### src/rtl/bsg_age_req_tracker.sv
// bsg_age_req_tracker
//
// Tracks one outstanding request per requester slot and reports how long each
// one has been waiting, so that an external age-based arbiter can favour the
// oldest request.
//
// Ports:
//   clk_i      sole clock, rising edge
//   reset_n_i  asynchronous active-low reset
//   v_i        per-slot new-request valid
//   ready_o    per-slot accept-ready (slot is empty)
//   reqs_o     pending-request vector to the arbiter
//   ts_o       per-slot age, slice i at [i*ts_width_p +: ts_width_p]
//   grants_i   grant vector from the arbiter
//   oldest_o   one-hot oldest pending slot (lowest index on ties), 0 if none
//   error_o    sticky protocol error (stray grant or multi-bit grant)
//   starve_o   some pending slot has a saturated age
//
// Optional feature: define BSG_AGE_REQ_TRACKER_STARVE_EN to enable starve_o;
// otherwise starve_o is tied low.

module bsg_age_req_tracker #(
  parameter int unsigned inputs_p   = 4,
  parameter int unsigned ts_width_p = 4
) (
  input  logic                             clk_i,
  input  logic                             reset_n_i,
  input  logic [inputs_p-1:0]              v_i,
  output logic [inputs_p-1:0]              ready_o,
  output logic [inputs_p-1:0]              reqs_o,
  output logic [inputs_p*ts_width_p-1:0]   ts_o,
  input  logic [inputs_p-1:0]              grants_i,
  output logic [inputs_p-1:0]              oldest_o,
  output logic                             error_o,
  output logic                             starve_o
);

  localparam logic [ts_width_p-1:0] AgeMax = '1;

  logic [inputs_p-1:0]   pending_q, pending_d;
  logic [ts_width_p-1:0] age_q [inputs_p];
  logic [ts_width_p-1:0] age_d [inputs_p];
  logic                  error_q, error_d;

  logic stray_grant;
  logic multi_grant;

  // Next-state: accept only happens on an empty slot and a grant only takes
  // effect on a pending slot, so the two can never collide on one slot.
  always_comb begin
    pending_d = pending_q;
    for (int unsigned i = 0; i < inputs_p; i++) begin
      age_d[i] = age_q[i];
      if (v_i[i] && !pending_q[i]) begin
        pending_d[i] = 1'b1;
        age_d[i]     = '0;
      end else if (grants_i[i] && pending_q[i]) begin
        pending_d[i] = 1'b0;
        age_d[i]     = '0;
      end else if (pending_q[i] && (age_q[i] != AgeMax)) begin
        age_d[i] = age_q[i] + ts_width_p'(1);
      end
    end
  end

  assign stray_grant = |(grants_i & ~pending_q);
  // x & (x-1) clears the lowest set bit; anything left means two or more.
  assign multi_grant = |(grants_i & (grants_i - inputs_p'(1)));
  assign error_d     = error_q | stray_grant | multi_grant;

  always_ff @(posedge clk_i or negedge reset_n_i) begin
    if (!reset_n_i) begin
      pending_q <= '0;
      error_q   <= 1'b0;
      for (int unsigned i = 0; i < inputs_p; i++) begin
        age_q[i] <= '0;
      end
    end else begin
      pending_q <= pending_d;
      error_q   <= error_d;
      for (int unsigned i = 0; i < inputs_p; i++) begin
        age_q[i] <= age_d[i];
      end
    end
  end

  assign ready_o = ~pending_q;
  assign reqs_o  = pending_q;
  assign error_o = error_q;

  always_comb begin
    ts_o = '0;
    for (int unsigned i = 0; i < inputs_p; i++) begin
      ts_o[i*ts_width_p +: ts_width_p] = pending_q[i] ? age_q[i] : '0;
    end
  end

  // Strictly-greater compare while scanning upward keeps the lowest index on ties.
  logic                  oldest_found;
  logic [ts_width_p-1:0] oldest_age;

  always_comb begin
    oldest_o     = '0;
    oldest_found = 1'b0;
    oldest_age   = '0;
    for (int unsigned i = 0; i < inputs_p; i++) begin
      if (pending_q[i] && (!oldest_found || (age_q[i] > oldest_age))) begin
        oldest_found = 1'b1;
        oldest_age   = age_q[i];
        oldest_o     = '0;
        oldest_o[i]  = 1'b1;
      end
    end
  end

`ifdef BSG_AGE_REQ_TRACKER_STARVE_EN
  always_comb begin
    starve_o = 1'b0;
    for (int unsigned i = 0; i < inputs_p; i++) begin
      if (pending_q[i] && (age_q[i] == AgeMax)) begin
        starve_o = 1'b1;
      end
    end
  end
`else
  assign starve_o = 1'b0;
`endif

endmodule

### config.mk
export PLATFORM = sky130hd
export DESIGN_NAME = bsg_age_req_tracker
export DESIGN_NICKNAME = d
export VERILOG_FILES = /design/src/rtl/bsg_age_req_tracker.sv
export SDC_FILE = /design/constraint.sdc
export NUM_CORES = 1
export LEC_CHECK = 0
export CAP_MARGIN = 25
export CORE_ASPECT_RATIO = 1.5
export CORE_MARGIN = 10
export CORE_UTILIZATION = 49
export CTS_CLUSTER_DIAMETER = 120
export CTS_CLUSTER_SIZE = 12
export DETAILED_ROUTE_END_ITERATION = 8
export GPL_ROUTABILITY_DRIVEN = 0
export PLACE_DENSITY = 0.79
export SYNTH_ARGS = -nofsm -noshare
export SYNTH_HDL_FRONTEND = slang
export SYNTH_SLANG_ARGS = --single-unit
### constraint.sdc
create_clock -name clk_i -period 5.25 [get_ports clk_i]
set_input_delay 1.05 -clock clk_i [delete_from_list [all_inputs] [get_ports clk_i]]
set_output_delay 1.05 -clock clk_i [all_outputs]
set_load 0.02 [all_outputs]
==> results by group <==
Clock tree
  • CTS tree: built
  • H-tree levels: 1
  • Clock-pin slew on the worst setup and hold paths: 0.08 ns
  • Worst skew pair latency: about 0.27 ns
  • Hold-fix buffers, CTS: 0
  • CTS Sinks: 21
  • Max Root-Sink Buffers: 2
  • Root buf cell: clkbuf_8
  • TritonCTS Buffers: 3

Place
  • DP HPWL: 3430 um
  • Input/output buffers: 38
  • Post-DP Area: 2200 sq um
  • Placed cells: 284

Worst setup path
  • Reg2Reg Setup Slack: 3.67 ns
  • R2R cell count: 6
  • CP required: about 4.2 ns
  • Critical-path cell list: nand2_2, ha_4, nand2_4, o21bai_4, a31oi_2, buf_6, mux2_4, inv_2, ha_4, nor2b_4, o211ai_1, a21oi_4, mux2i_1, ha_1, nor2b_1, o211ai_1, a21oi_2, a31oi_2, and3b_1, buf_6
  • Startpoint types: flip-flop
  • Slowest stage cell on the critical path: dfrtp_2
  • CP Launch Point: reqs_o[0]$_DFFE_PN0P_
  • Critical setup path kind: flip-flop to output port
  • WP data arrival: 4.18 ns
  • Max Fanout on Critical Path: 6
  • FF-to-FF End: age_q[12]$_DFFE_PN0P_
  • Max incr delay on CP: 0.48 ns
  • Reg2reg start: reqs_o[0]$_DFFE_PN0P_
  • Critical Path End: oldest_o[1]
  • Element type at the critical path end: output port

Global routing
  • Gr ovfl total: 0
  • Largest net degree at the start of global routing: 22
  • First-pass GRT wire length: between 7000 and 8000 um
  • GRT Total Usage: ~15%
  • Vias in the first global route: 1576
  • Initial antenna violation count: 0

Power and ir drop
  • Leakage power: 1.12 nW
  • Total power: 0.828 mW
  • Peak VDD IR: 0.267 mV
  • Power Dens Cells: 337 nW/um^2

Logic synthesis
  • Commonest cells post-synth: nor2_1 (22), dfrtp_1 (21), nand2_1 (17), ha_1 (16), inv_1 (16)
  • Post-Synthesis Net Count: about 220
  • EDFF count, synth: 0
  • Ranking of synthesized cells by area: dfrtp_1 (32%), ha_1 (12%), nor2_1 (5.0%)
  • Seq cells post-synth: 21
  • Asr flop ratio synth: 100%
  • Most frequent cell after synthesis: nor2_1
  • Syn_area_per_cell: 8.65 sq um
  • Count of cell types in the netlist: 47
  • Post-Syn Instances: 189
  • Post-Syn Area: approximately 1600 sq um
  • Yosys top cell by area: dfrtp_1
  • Synth Warn #: 0
  • Main synth FF type: dfrtp_1
  • Seq/Total Area, Yosys: approximately a third
  • Share of the synthesized area in the top cell type: around 32%

STA
  • Final Hold Violating Endpoints: 0
  • Period Utilization, post-route: 99.7%
  • Final Setup Violations: 0
  • Post-layout min period: 5.23 ns
  • Max Freq: about 190 MHz
  • Final Max Tran Viols: 0
  • RSZ-0062 raised after global routing: true
  • Setup_tns: 0 ns
  • Clock Skew: 0.00561 ns

Floorplanning
  • Rows: 25
  • Die Y: 90.8 um
  • Top Ports: 40
  • Area of the core: ~3200 sq um
  • Die ar.: 6100 sq um
  • Initial Util: 51.3%
  • Die Wd: 67.2 um

Final layout
  • Layout Area Growth over Synthesis: 50.2%
  • Final Cell Area: ~2500 sq um
  • Final nets: 282
  • Ant diodes: 0
  • Final core area utilization: about three quarters
  • Final Instance Count excl. Fillers: 295
  • Fillcell total: 223
  • Share of cells above drive strength 1: 27.5%

Routing
  • DRT Wirelength: roughly 5000 um
  • Avg WL per Cell: around 17 um
  • Post-route ant nets: 0
  • Via density: 5.69
  • DRC Markers: 0
  • DR iter-0 viols: 96
  • DR pass1 iterations: 4
  • Via count: 1680

Flow run
  • Maxcap violations: 0

Outcome
  • Outcome: completed

Worst hold path
  • Hold WC Path Type: flip-flop to flip-flop
-- power by group --
part | total (mW) | switching [mW] | internal, mW | leakage [nW]
registers | 0.216 | 0.0344 | 0.182 | 0.270
logic | 0.500 | 0.249 | 0.250 | 0.829
clock network | 0.113 | 0.0582 | 0.0543 | 0.0228
-- cell type report --
class                           count  area [sq um]  share of cell area (%)
Inverter                           17          63.8                    2.60
Sequential cell                    21           527                    21.4
Multi-Input combinational cell    146          1170                    47.6
Timing Repair Buffer               67           602                    24.5
Tap cell                           40          50.0                    2.04
Clock buffer                        4          45.0                    1.83
-- placed cells by master, fill, tap and decap left out, drive strengths merged, types with 2 or more instances in the layout --
master / n
o211ai: 2
inv: 17
clkdlybuf4s50: 34
ha: 16
mux2: 7
nor2: 22
xnor2: 4
nor3: 2
o41ai: 2
buf: 32
nand3: 13
nand2: 18
o21ai: 6
dfrtp: 21
a21oi: 14
nor2b: 3
a211oi: 2
nand4: 2
and2: 9
mux2i: 5
clkbuf: 5
a31oi: 4
-- sequential cells by signal (all words and copies together), names as in the netlist --
signal / flops
error_o: 1
age_q: 16
reqs_o: 4
-- critical path: cells and delay by family (launching register included) --
kind / cells / cell delay (ns)
AOI/OAI and AO/OA: 7 / 1.18
adders and majority gates: 3 / 0.82
and+or+nand+nor: 5 / 0.63
DFF: 1 / 0.48
muxes: 2 / 0.45
buffers and inverters: 3 / 0.35
-- logic make-up (layout without fill, tap and decap cells) --
| kind of cell | count (synthesis) | in the layout | synth area share, % |
|---|---|---|---|
| compound gates | 37 | 37 | 16.1 |
| simple gates | 75 | 75 | 22.6 |
| other cells | 1 | 1 | 0.229 |
| xor+xnor | 5 | 5 | 2.68 |
| fa+ha+maj | 16 | 16 | 12.2 |
| flops | 21 | 21 | 32.1 |
| mux | 12 | 12 | 8.34 |
| buf+inv | 22 | 88 | 5.66 |
-- stage by stage --
stage                     hold WS, ns  setup WS (ns)
final                           0.498         0.0162
after global routing            0.517         -0.160
after CTS                       0.491        -0.0140
after detailed placement        0.474         -0.199
after global placement          0.470        -0.0762
after floorplan                 0.480          0.228
-- metal layers --
layer / part of all wire [%] / track usage (%) / vias to the layer above
met3: 4.1 / 3.48 / 22
met1: 38 / 16.1 / 805
met5: 0 / 0 / -
li1: - / - / 798
met4: 5.6 / 7.56 / 0
met2: 52 / 25.2 / 55
-- worst min path at each step --
stage | from | to | cells after the start
after floorplan | age_q[8]$_DFFE_PN0P_ | age_q[8]$_DFFE_PN0P_ | 1
after global placement | error_o$_DFF_PN0_ | error_o$_DFF_PN0_ | 1
after detailed placement | error_o$_DFF_PN0_ | error_o$_DFF_PN0_ | 1
after CTS | error_o$_DFF_PN0_ | error_o$_DFF_PN0_ | 1
after global routing | error_o$_DFF_PN0_ | error_o$_DFF_PN0_ | 1
final | error_o$_DFF_PN0_ | error_o$_DFF_PN0_ | 1
-- timing repair --
action / 4_1_cts / 5_1_grt
setup buffers: 2 / 4
pin swaps: 3 / 14
endpoints found under the setup margin: 4 / 4
cloned: 0 / 0
resized for setup: 16 / 30
Note: power is estimated with default switching activity, not from simulation.
